`src/rtl/cpu6_wb_arb.sv`:
```
`default_nettype none
// ============================================================================
//  Module   : cpu6_wb_arb
//  Purpose  : Round-robin write-back arbiter between the ALU (requester A)
//             and the LSU (requester B) feeding one register-file write port.
//             A single registered output slot holds the pending write.
//             Grants are made combinationally whenever the slot can accept.
//             Writes to register 0 are consumed without being loaded.
//  Ports    : clk, rst_n           - clock, asynchronous active-low reset
//             a_valid/a_addr/a_data, a_ready - requester A handshake
//             b_valid/b_addr/b_data, b_ready - requester B handshake
//             rf_busy                - register-file port stall
//             rf_wen/rf_waddr/rf_wdata - registered register-file write
//             conflict_cnt           - saturating count of contended cycles
//  Revision : 1.0 - initial release
// ============================================================================
module cpu6_wb_arb #(
  parameter int DW = 32,
  parameter int AW = 5
) (
  input  logic          clk,
  input  logic          rst_n,
  input  logic          a_valid,
  input  logic [AW-1:0] a_addr,
  input  logic [DW-1:0] a_data,
  output logic          a_ready,
  input  logic          b_valid,
  input  logic [AW-1:0] b_addr,
  input  logic [DW-1:0] b_data,
  output logic          b_ready,
  input  logic          rf_busy,
  output logic          rf_wen,
  output logic [AW-1:0] rf_waddr,
  output logic [DW-1:0] rf_wdata,
  output logic [7:0]    conflict_cnt
);

  localparam logic [0:0] OUT_EMPTY = 1'b0;
  localparam logic [0:0] OUT_FULL  = 1'b1;

  localparam logic [0:0] RR_A = 1'b0;
  localparam logic [0:0] RR_B = 1'b1;

  localparam logic [7:0] CNT_MAX = 8'hFF;

  logic [0:0]    r_state;
  logic [0:0]    r_rr_last;
  logic [AW-1:0] r_waddr;
  logic [DW-1:0] r_wdata;
  logic [7:0]    r_conflict_cnt;

  logic          w_can_accept;
  logic          w_contend;
  logic          w_grant_a;
  logic          w_grant_b;
  logic          w_grant_any;
  logic [AW-1:0] w_gnt_addr;
  logic [DW-1:0] w_gnt_data;

  // Gating with rst_n keeps both readies low while reset is held, even
  // though the slot itself reads as empty during reset.
  assign w_can_accept = rst_n && ((r_state == OUT_EMPTY) || !rf_busy);
  assign w_contend    = w_can_accept && a_valid && b_valid;

  // On contention the requester that did not win last time gets the slot.
  assign w_grant_a   = w_can_accept && a_valid && (!b_valid || (r_rr_last == RR_B));
  assign w_grant_b   = w_can_accept && b_valid && (!a_valid || (r_rr_last == RR_A));
  assign w_grant_any = w_grant_a || w_grant_b;

  assign w_gnt_addr = w_grant_b ? b_addr : a_addr;
  assign w_gnt_data = w_grant_b ? b_data : a_data;

  always_ff @(posedge clk or negedge rst_n) begin
    if (!rst_n) begin
      r_state        <= OUT_EMPTY;
      r_rr_last      <= RR_B;
      r_waddr        <= '0;
      r_wdata        <= '0;
      r_conflict_cnt <= '0;
    end else begin
      // When the slot cannot accept, everything in it holds.  Otherwise the
      // current write (if any) completes this edge and the slot either takes
      // the new grant or drains.  A register-0 grant is consumed but leaves
      // the slot empty, and address/data keep their last values.
      if (w_can_accept) begin
        if (w_grant_any && (w_gnt_addr != '0)) begin
          r_state <= OUT_FULL;
          r_waddr <= w_gnt_addr;
          r_wdata <= w_gnt_data;
        end else begin
          r_state <= OUT_EMPTY;
        end
      end

      if (w_grant_any) begin
        r_rr_last <= w_grant_b ? RR_B : RR_A;
      end

      if (w_contend && (r_conflict_cnt != CNT_MAX)) begin
        r_conflict_cnt <= r_conflict_cnt + 8'd1;
      end
    end
  end

  assign a_ready      = w_grant_a;
  assign b_ready      = w_grant_b;
  assign rf_wen       = (r_state == OUT_FULL);
  assign rf_waddr     = r_waddr;
  assign rf_wdata     = r_wdata;
  assign conflict_cnt = r_conflict_cnt;

endmodule
`default_nettype wire

```
`config.mk`:
```
export PLATFORM = sky130hd
export DESIGN_NAME = cpu6_wb_arb
export DESIGN_NICKNAME = d
export VERILOG_FILES = /design/src/rtl/cpu6_wb_arb.sv
export SDC_FILE = /design/constraint.sdc
export NUM_CORES = 1
export LEC_CHECK = 0
export ABC_CLOCK_PERIOD_IN_PS = 5500
export BUFFER_PORTS_ARGS = -buffer_cell sky130_fd_sc_hd__clkbuf_2
export CORE_MARGIN = 2
export CORE_UTILIZATION = 49
export CTS_CLUSTER_SIZE = 20
export DETAILED_ROUTE_END_ITERATION = 10
export GPL_TIMING_DRIVEN = 0
export MAX_ROUTING_LAYER = met4
export PLACE_DENSITY = 0.86
export SLEW_MARGIN = 0
export SYNTH_ARGS = -nofsm -noshare
export SYNTH_HDL_FRONTEND = slang
export SYNTH_SLANG_ARGS = --single-unit
```
`constraint.sdc`:
```
create_clock -name clk -period 5.5 [get_ports clk]
set_input_delay 0 -clock clk [delete_from_list [all_inputs] [get_ports clk]]
set_output_delay 0 -clock clk [all_outputs]
set_load 0.005 [all_outputs]
```
Word level (Yosys, flattened, before mapping)
Cells that the tools add are included.
Widths: inputs -> output; s select.
{ "totals": {"ff_bits": 47, "inputBits": 79} }
{ "op_classes": {"n_addsub": 1, "eq_ne": 1, "mux": 4, "bitwise": 2, "reduce_logical": 17} }
{ "op_table": {"columns": ["operator", "n"], "rows": [
  ["$mux 32", 1],
  ["$add 8x1->8 const B", 1],
  ["$logic_and 1x1->1", 8],
  ["$ne 8x8->1 const B", 1],
  ["$mux 5", 1],
  ["$reduce_bool 5->1", 1],
  ["$logic_or 1x1->1", 4],
  ["$logic_not 1->1", 3],
  ["$mux 1", 2],
  ["$not 1->1", 2],
  ["$reduce_and 2->1", 1]
]} }

Longest topological paths before layout
Gate-level depths: netlist (run 1).
{ "logic_depth": {"word_depth": 9, "depth_mapped": 6} }

Worst setup path before layout (run 1)
No wires, ideal clock.
{ "synth_path": {"path_kind": "register -> register", "start": "register r_rr_last", "end": "register r_wdata[11], in the netlist rf_wdata[11]", "arrival_time_ns": 1.851, "t_required_ns": 5.375, "setup_slack_ns": 3.523, "stages_incl_launch_ff": 7, "period_less_slack_ns": 1.977, "path_cell_list": "dfstp_2 nand2_1 nand3_2 inv_2 a211oi_4 buf_6 mux2_4"} }
{ "synth_via": {"elab_chain_len": 7} }
{ "synth_lines": {"columns": ["element", "line_no", "source"], "rows": [
  ["from (decl)", "47", "logic [0:0] r_rr_last;"],
  ["from (signal assigned)", "96", "r_rr_last <= w_grant_b ? RR_B : RR_A;"],
  ["$not 1->1 *", "67", "assign w_grant_b = w_can_accept && b_valid && (!a_valid || (r_rr_last == RR_A));"],
  ["$logic_or 1x1->1 *", "67", null],
  ["$logic_and 1x1->1 *", "67", null],
  ["via b_ready", "30", "output logic b_ready,"],
  ["$mux 5", "70", "assign w_gnt_addr = w_grant_b ? b_addr : a_addr;"],
  ["$reduce_bool 5->1", "86", "if (w_grant_any && (w_gnt_addr != '0)) begin"],
  ["$logic_and 1x1->1", "86", null],
  ["$reduce_and 2->1 (no line)", null, null],
  ["to (signal assigned)", "89", "r_wdata <= w_gnt_data;"],
  ["to (decl)", "49", "logic [DW-1:0] r_wdata;"]
]} }
Mark *: on every way through the listed nets, which the timed path passes. The rest lies on a longest branch.
A chain may end at the register's enable or synchronous reset.

Worst setup path in the final report (run 1)
{ "layout_path": {"start": "input port rst_n", "end": "register r_wdata[19], in the netlist rf_wdata[19]"} }
{ "layout_via": {"elab_chain_len": 7} }
{ "layout_lines": {"columns": ["element", "line_no", "source"], "rows": [
  ["from (decl)", "22", "input logic rst_n,"],
  ["$logic_and 1x1->1 *", "62", "assign w_can_accept = rst_n && ((r_state == OUT_EMPTY) || !rf_busy);"],
  ["$logic_and 1x1->1 (2 in series)", "67", null],
  ["$mux 5", "70", null],
  ["$reduce_bool 5->1", "86", null],
  ["$logic_and 1x1->1", "86", null],
  ["$reduce_and 2->1 (no line)", null, null]
]} }
Mark *: on every way between the ends. The rest lies on a longest branch, timed or not.

==> metrics.csv, run 1 <==
metric,value,unit
crit start category,primary input,
CP startpoint,rst_n,
ys async rst share,100,%
pwr/cell area,312,nW/µm²
post-DR wirelength/cell,14.6,µm
sequential element share of the synthesized area,48.0,%
vias in the first global route,1878,
"CTS clk-pin slew, worst paths",80,ps
syn nets,250,
status,completed,
final WL,5470,µm
I/O pins,127,
Net Sw Frac,28.5,%
Die Y,74.8,µm
Yosys reg bits,47,
Ys Warns,0,
via density per instance,5.02,
internal power,0.000738,W
CTS Buf Count,5,
worst path arrival time,3260,ps
RSZ-0062 raised after global routing,no,
ranking of synthesized cells by area,"dfrtp_1 (47%), mux2_2 (20%), mux2_4 (17%)",
Slew Limit Fails,0,
DRT Pass-1 Iters,4,
first-pass GRT wire length,8630,µm
Max-cap violations,0,
fin cells,376,
total global routing overflow,0,
initial antenna violation count,0,
Critical Path RT,5670,ps
CTS Root Cell,clkbuf_8,
antenna fix cells,0,
initial cell density of the core,51.3,%
setup_tns,0,ps
cells after synthesis,170,
total power,0.00103,W
Placer Congestion,0.848,
reg2reg start,r_rr_last,
remaining antenna violation count,0,
area delta synth->final,34.9,%
syn_area_per_cell,14.4,µm²
Die Wd,74.8,µm
Synth area leader,dfrtp_1,
Worst Max-Slew Pin Slew,1170,ps
area fraction of the dominant cell type after synthesis,46.9,%
core area,4790,µm²
Layout Nets,388,
Post-synth EDFFs,0,
Num Clock Sinks,47,
TritonCTS clock tree,built,
Most used DFF post-synth,dfrtp_1,
Worst Path Max Fanout,49,
clk_lat worst skew,280,ps
Setup CP Type,in -> reg,
type of the most critical hold path,in -> reg,
residual DRC count,0,
fin crit period,3090,ps
endpoints failing hold,0,
switching power total,0.000294,W
peak supply drop,0.164,mV
total leakage power,1.71,nW
Layout Skew,6.80,ps
Synth top cells by count,"dfrtp_1 (46), mux2_2 (43), mux2_4 (28)",
min-delay src,a_addr[0],
Iter 0 DRT Violations,31,
DPL Wire Length,4240,µm
IO buf count,126,
Synth cell types,31,
H-tree depth,2,
Max Fclk,0.324,GHz
die area,5590,µm²
# rows,25,
Util after Layout,69.2,%
DR vias,1887,
Clk network pwr share,20.3,%
largest net degree at the start of global routing,50,
clock tree buffer depth,2,
most common cell in the netlist,dfrtp_1,
share of cells above drive strength 1,69.6,%
Worst slew margin,22.3,%
Crit. End Element,flip-flop,
Netlist Area Pre-Place,2450,µm²
placed cells,363,
gr usage total,20.9,%
Seq pwr share,47.7,%
setup violators final,0,
Logic pwr share,32.1,%
Tcrit/Tclk final,56.2,%
-- critical path, cell delays in order --
cell and delay, ps:
dlygate4sd3_1 520, clkbuf_2 870, a21boi_2 480, o21ai_0 230, a211oi_4 560, buf_6 270
mux2_4 310
-- path summary, 6_finish.rpt --
path	depth (start not counted)	slack, ps	end
setup / recovery	7	2410	rf_wdata[19]
hold / removal	2	20	rf_waddr[0]
setup reg to reg	6	3190	rf_wdata[19]
hold reg to reg	2	470	r_rr_last
max in group asynchronous	2	4320	conflict_cnt[7]
min in group asynchronous	2	480	rf_waddr[1]
-- cell usage in the layout (no fill, tap or decap), drive strengths merged --
cell type,n
nor3,3
mux2,71
a221o,1
dfstp,1
nand2,6
xnor2,1
nand2b,2
dlygate4sd3,5
and3,1
a311oi,1
ha,1
o2111ai,1
nand3,5
inv,4
buf,4
o21ai,2
or4,2
nand4,1
clkinv,1
clkbuf,135
dfrtp,46
xor2,6
a22oi,1
a221oi,1
a21o,1
a21boi,1
a211oi,1
nor2,4
-- power groups by stage --
stage	Clock, W	Combinational (W)	Sequential, W
after global placement	0	0.000320	0.000492
after detailed placement	0	0.000332	0.000496
after global routing	0.000229	0.000362	0.000503
final	0.000209	0.000331	0.000491
after CTS	0.000215	0.000337	0.000492
after floorplan	0	0.000175	0.000497
-- sequential cells by signal (all words and copies together), names as in the netlist --
name and flops:
conflict_cnt 8, r_rr_last 1, rf_waddr 5, rf_wen 1, rf_wdata 32
-- area by class of cell --
class	instances	area (µm²)
timing repair buffer	131	681
sequential	47	1180
multi-input combinational	113	1210
buffer	6	46.3
tap	67	83.8
inverter	4	15.0
fill	377	1480
clock inverter	1	5.00
clock buffer	7	86.3
-- cells by family (layout without fill, tap and decap cells) --
group,Yosys count,count (layout),synth area share [%]
mux,71,71,36.9
flops,47,47,48.0
simple gates,24,24,5.15
compound gates,10,10,4.49
buf+inv,10,149,2.50
xor+xnor,7,7,2.50
fa+ha+maj,1,1,0.510
-- per-layer routing --
layer / part of all wire, % / vias up / track usage (%)
li1: - / 896 / -
met1: 42 / 905 / 25.8
met2: 50 / 80 / 34.0
met3: 6.9 / 6 / 5.76
met4: 1.3 / 0 / 5.56
met5: 0 / - / -
-- repair_timing --
action                                 4_1_cts  5_1_grt
hold buffers                                 5        0
setup buffers                                0        0
resized for setup                            0        0
endpoints found under the hold margin       49        0
-- metrics by stage --
step / hold slack (ps) / setup slack, ps / instance area [µm²]
after floorplan: -296 / 3520 / 2450
after global placement: 250 / 2610 / 3170
after detailed placement: 276 / 2560 / 3170
after CTS: 14.8 / 2280 / 3310
after global routing: 24.2 / 2060 / 3310
final: 21.0 / 2410 / 3310
No activity file was read; power rests on OpenSTA's default activity.
==> run 2: changes to the inputs <==
- ABC_AREA: unset -> 1
- ABC_CLOCK_PERIOD_IN_PS: 5500 -> 3200
- CORE_UTILIZATION: 49 -> 46
- PLACE_DENSITY: 0.86 -> 0.81
- clock period: 5.5 -> 3.2 ns (I/O delays scaled with it)
==> run 2 against run 1 <==
  * Sequential share of layout area decreased by 0.054 points
  * Synthesized cell count increased by 100%
  * Worst setup slack got worse by 1800 ps
  * Die area up 8.3%
  * Critical path type unchanged
  * Largest power group unchanged
==> metrics.csv, run 2 <==
metric,value,unit,change
status,completed,,
core area,5170,µm²,+8.1%
sequential element share of the synthesized area,47.0,%,-0.98 points
highest metal used,met4,,
Setup CP Type,in -> reg,,
Tcrit/Tclk final,82.1,%,
Num Clock Sinks,47,,unchanged
Placer Congestion,0.810,,-4.4%
share of cells above drive strength 1,33.0,%,-37 points
fin worst setup slack,572,ps,-1840 ps
total global routing overflow,0,,unchanged
DR vias,2617,,+39%
CTS Buf Count,5,,unchanged
Post-synth EDFFs,0,,unchanged
met2 wire len,3270,µm,+19%
"commonest cells after routing, fill and taps aside","nand2_1 (189), clkbuf_2 (126), dfrtp_1 (46), nand3_1 (40), inv_1 (16)",,
Layout Skew,4.05,ps,-2.76 ps
pwr/cell area,592,nW/µm²,+90%
DRT met1 WL,2690,µm,+18%
vias in the first global route,2508,,+34%
DRT Pass-1 Iters,4,,unchanged
residual DRC count,0,,unchanged
total leakage power,2.03,nW,+19%
PostCTS Resize Cnt,0,,unchanged
Worst Max-Slew Pin Slew,1180,ps,+13.6 ps
Worst slew margin,21.4,%,-0.91 points
area delta synth->final,32.3,%,
cells after synthesis,347,,+100%
clk_lat worst skew,290,ps,about the same
Yosys reg bits,47,,unchanged
DPL Wire Length,5050,µm,+19%
Synth cell types,24,,-23%
RSZ-0062 raised after global routing,no,,
I/O pins,127,,unchanged
H-tree depth,2,,unchanged
die area,6050,µm²,+8.3%
crit start category,primary input,,
Synth top cells by count,"nand2_1 (189), dfrtp_1 (46), nand3_1 (40)",,
fin crit period,2630,ps,
Critical Path RT,3430,ps,-2240 ps
CTS Root Cell,clkbuf_8,,
"most common cell after layout, fill and taps aside",nand2_1,,
most common cell in the netlist,nand2_1,,
total power,0.00196,W,+90%
initial antenna violation count,0,,unchanged
Detail Route met3 WL,425,µm,+12%
pre-CTS setup slack,726,ps,-1830 ps
Max Fclk,0.380,GHz,
final WL,6480,µm,+18%
"CTS clk-pin slew, worst paths",80,ps,about the same
Iter 0 DRT Violations,110,,+250%
peak supply drop,0.285,mV,+74%
setup violators final,0,,unchanged
Max-cap violations,0,,unchanged
Largest register FFs,32,,unchanged
Netlist Area Pre-Place,2500,µm²,+2.1%
TritonCTS clock tree,built,,
largest net degree at the start of global routing,49,,-2.0%
post-DR wirelength/cell,11.7,µm,-19%
cts hold-fix bufs,1,,-4
remaining antenna violation count,0,,unchanged
ys async rst share,100,%,unchanged
Crit. End Element,flip-flop,,
syn nets,427,,+71%
area fraction of the dominant cell type after synthesis,46.0,%,-0.96 points
via density per instance,4.74,,-5.5%
syn_area_per_cell,7.22,µm²,-50%
first-pass GRT wire length,10900,µm,+26%
Slew Limit Fails,0,,unchanged
ranking of synthesized cells by area,"dfrtp_1 (46%), nand2_1 (28%), nand3_1 (8.0%)",,
# rows,26,,+4.0%
Synth area leader,dfrtp_1,,
initial cell density of the core,48.4,%,-2.8 points
gr usage total,22.8,%,+1.9 points
setup_tns,0,ps,unchanged
Die Wd,77.8,µm,+4.1%
Most used DFF post-synth,dfrtp_1,,
Worst Path Max Fanout,48,,-2.0%
Die Y,77.8,µm,+4.1%
type of the most critical hold path,in -> reg,,
IO buf count,126,,unchanged
clock tree buffer depth,2,,unchanged
Layout Nets,561,,+45%
endpoints failing hold,0,,unchanged
Ys Warns,0,,unchanged
setup bufs post-CTS,0,,unchanged
antenna fix cells,0,,unchanged
worst path arrival time,2860,ps,-400 ps
fill cell count,490,,+30%
[run 2: where the power goes]
group | switching (W) | total [W] | internal [W] | leakage [nW]
Combinational | 0.000363 | 0.000689 | 0.000325 | 1.40
Sequential | 0.000141 | 0.000933 | 0.000792 | 0.583
Clock | 0.000185 | 0.000339 | 0.000154 | 0.0422
Total | 0.000690 | 0.00196 | 0.00127 | 2.03
[run 2: through the flow]
stage / cells / hold slack [ps] / utilization (%) / instance area [µm²]
2_1_floorplan: 347 / -296 / - / 2500
3_3_place_gp: 543 / 289 / 62.3 / 3220
3_5_place_dp: 543 / 301 / 62.3 / 3220
4_1_cts: 552 / 6.59 / 64.1 / 3310
5_1_grt: 552 / 42.2 / 64.1 / 3310
6_report: 552 / 14.1 / 64.1 / 3310
[run 2: final timing paths]
check | start | endpoint | slack [ps] | cells past startpoint
setup / recovery | rst_n | rf_waddr[2] | 570 | 10
hold / removal | a_valid | r_rr_last | 10 | 4
setup reg to reg | r_rr_last | rf_waddr[2] | 1200 | 9
max in group asynchronous | rst_n | rf_wdata[12] | 2010 | 2
min in group asynchronous | rst_n | conflict_cnt[7] | 460 | 2
hold reg to reg | rf_wdata[17] | rf_wdata[17] | 480 | 2
[run 2: kinds of logic after synthesis]
group	synth area share (%)
AOI/OAI and AO/OA	1.40
buffers and inverters	7.29
and+or+nand+nor	41.3
xor gates and xnor gates	2.10
muxes	0.450
DFF	47.0
adders and majority gates	0.499
[run 2: layout make-up]
type	instances	area [µm²]	share of cell area (%)
Sequential cell	47	1180	35.5
Multi-Input combinational cell	265	1140	34.5
Timing Repair Buffer	127	641	19.3
Buffer	18	119	3.59
Tap cell	70	87.6	2.64
Clock buffer	7	76.3	2.30
Inverter	17	63.8	1.93
Clock inverter	1	5.00	0.151
[run 2: per-layer routing]
layer | track usage (%) | vias to the layer above
met3 | 3.84 | 13
met2 | 39.9 | 100
met5 | - | -
met4 | 6.43 | 0
met1 | 26.9 | 1176
li1 | - | 1328
[run 2: critical path, cell delays in order]
cell and delay (ps):
dlygate4sd3_1 520, clkbuf_2 860, nand2_2 170, nor2_2 220, buf_6 170, nor2_1 80
clkinv_1 160, clkbuf_1 420, nand3_1 140, nand2_1 100
==> run 3: changes to the inputs <==
- ABC_CLOCK_PERIOD_IN_PS: 3200 -> 2460
- clock period: 3.2 -> 2.46 ns (I/O delays scaled with it)
==> run 3 against run 2 <==
  * Sequential cell count unchanged
  * Via count decreased by 0.27%
  * Clock power increased by 30%
  * First-iteration DRC count increased by 20%
  * Global-route usage increased by 0.28 points
  * Combinational power increased by 31%
  * Worst hold slack improved by 1.0 ps
  * Clock skew about the same
  * Final area increased by 0.83%
  * Die area unchanged
  * Critical endpoint unchanged
  * Largest cell class unchanged
  * Largest power group unchanged
==> metrics.csv, run 3 (synthesized netlist as in run 2, its figures left out) <==
metric,value,unit,change
status,completed,,
crit start category,flip-flop,,
type of the most critical hold path,in -> reg,,
Worst Max-Slew Pin Slew,469,ps,-710 ps
"Slowest-stage cell, CP",dfstp_2,,
Num Clock Sinks,47,,unchanged
final WL,6520,µm,+0.62%
largest net degree at the start of global routing,47,,-4.1%
H-tree depth,2,,unchanged
Worst slew margin,68.7,%,+47 points
CP Buf/Inv Count,3,,-2
via density per instance,4.72,,-0.45%
Iter 0 DRT Violations,132,,+20%
RSZ-0062 raised after global routing,no,,
# rows,26,,unchanged
"most common cell after layout, fill and taps aside",nand2_1,,
clk_lat worst skew,290,ps,about the same
Setup CP Type,reg -> reg,,
Crit. End Element,flip-flop,,
FF-to-FF setup slack,490,ps,-710 ps
core area,5170,µm²,unchanged
Placer Congestion,0.810,,unchanged
"CTS clk-pin slew, worst paths",80,ps,about the same
Layout Nets,562,,+0.18%
total global routing overflow,0,,unchanged
DPL Wire Length,5050,µm,unchanged
vias in the first global route,2513,,+0.20%
DRT Pass-1 Iters,4,,unchanged
share of cells above drive strength 1,33.1,%,+0.14 points
Critical Path RT,2640,ps,-790 ps
CTS Root Cell,clkbuf_8,,
DR vias,2610,,-0.27%
CP top delay family,buffers and inverters,,
CP most frequent cell,nand2_1,,
Worst Path Max Fanout,10,,-79%
peak supply drop,0.371,mV,+30%
post-DR wirelength/cell,11.8,µm,+0.44%
clock tree buffer depth,2,,unchanged
Largest register FFs,32,,unchanged
pwr/cell area,765,nW/µm²,+29%
antenna fix cells,0,,unchanged
total leakage power,2.04,nW,+0.62%
Max Fclk,0.507,GHz,
"commonest cells after routing, fill and taps aside","nand2_1 (189), clkbuf_2 (126), dfrtp_1 (46), nand3_1 (40), inv_1 (16)",,
initial antenna violation count,0,,unchanged
total power,0.00256,W,+30%
Layout Skew,4.18,ps,+0.134 ps
setup_tns,0,ps,unchanged
Die Y,77.8,µm,unchanged
Util after Layout,64.6,%,+0.53 points
first-pass GRT wire length,11000,µm,+1.0%
"slowest stage delay, CP",570,ps,-290 ps
setup violators final,0,,unchanged
CTS Buf Count,5,,unchanged
fin crit period,1970,ps,
Slew Limit Fails,0,,unchanged
Die Wd,77.8,µm,unchanged
remaining antenna violation count,0,,unchanged
endpoints failing hold,0,,unchanged
Final Hold Slack,15.1,ps,+1.01 ps
Tcrit/Tclk final,80.1,%,
TritonCTS clock tree,built,,
I/O pins,127,,unchanged
die area,6050,µm²,unchanged
worst-path cell chain,nand2_1 -> nand2_1 -> nor2_2 -> buf_6 -> nor2_1 -> clkinv_1 -> clkbuf_1 -> nand3_1 -> nand2_1,,
residual DRC count,0,,unchanged
gr usage total,23.0,%,+0.28 points
area delta synth->final,33.4,%,
IO buf count,126,,unchanged
initial cell density of the core,48.4,%,unchanged
Max-cap violations,0,,unchanged
worst path arrival time,2150,ps,-710 ps
run 3: cell count changes in the layout (fill, tap and decap cells not counted):
cell    before  now
buf_16       0    1
run 3: where the power goes:
| group | switching (W) | internal [W] |
|---|---|---|
| Clock | 0.000242 | 0.000200 |
| Sequential | 0.000183 | 0.00103 |
| Combinational | 0.000474 | 0.000428 |
run 3: worst paths after layout:
check	start	to	cells after the start
setup reg to reg	r_rr_last	rf_waddr[2]	9
min in group asynchronous	rst_n	r_rr_last	2
hold / removal	a_valid	r_rr_last	4
max in group asynchronous	rst_n	rf_wdata[15]	3
setup / recovery	r_rr_last	rf_waddr[2]	9
hold reg to reg	rf_wdata[17]	rf_wdata[17]	2
run 3: timing repair:
item	4_1_cts	5_1_grt
endpoints found under the hold margin	46	0
endpoints found under the setup margin	0	0
gates resized for setup	0	0
setup buffers	0	0
hold buffers	2	0
run 3: through the flow:
stage               area [µm²]  cells  setup WS [ps]
floorplan                 2500    347            845
global placement          3220    543           42.7
detailed placement        3220    543          -13.9
CTS                       3340    553            466
global route              3340    553            315
finish                    3340    553            489
run 3: area by class of cell:
| cell class | instances | area (µm²) |
|---|---|---|
| clock inverter | 1 | 5.00 |
| clock buffer | 7 | 76.3 |
| timing repair buffer | 128 | 668 |
| tap | 70 | 87.6 |
| fill | 488 | 1830 |
| inverter | 17 | 63.8 |
| buffer | 18 | 119 |
| sequential | 47 | 1180 |
| multi-input combinational | 265 | 1140 |
run 3: tightest hold or removal path, stage by stage:
cell and delay [ps]:
clkbuf_2 100, nand2_1 80, nand2_1 60, nand2_1 50
run 3: metal layers:
metal | up-vias | share of wire, % | track usage [%]
met3 | 15 | 6.6 | 3.84
met1 | 1165 | 42 | 27.4
met4 | 0 | 1.6 | 6.43
met5 | - | 0 | -
met2 | 102 | 50 | 40.3
li1 | 1328 | - | -
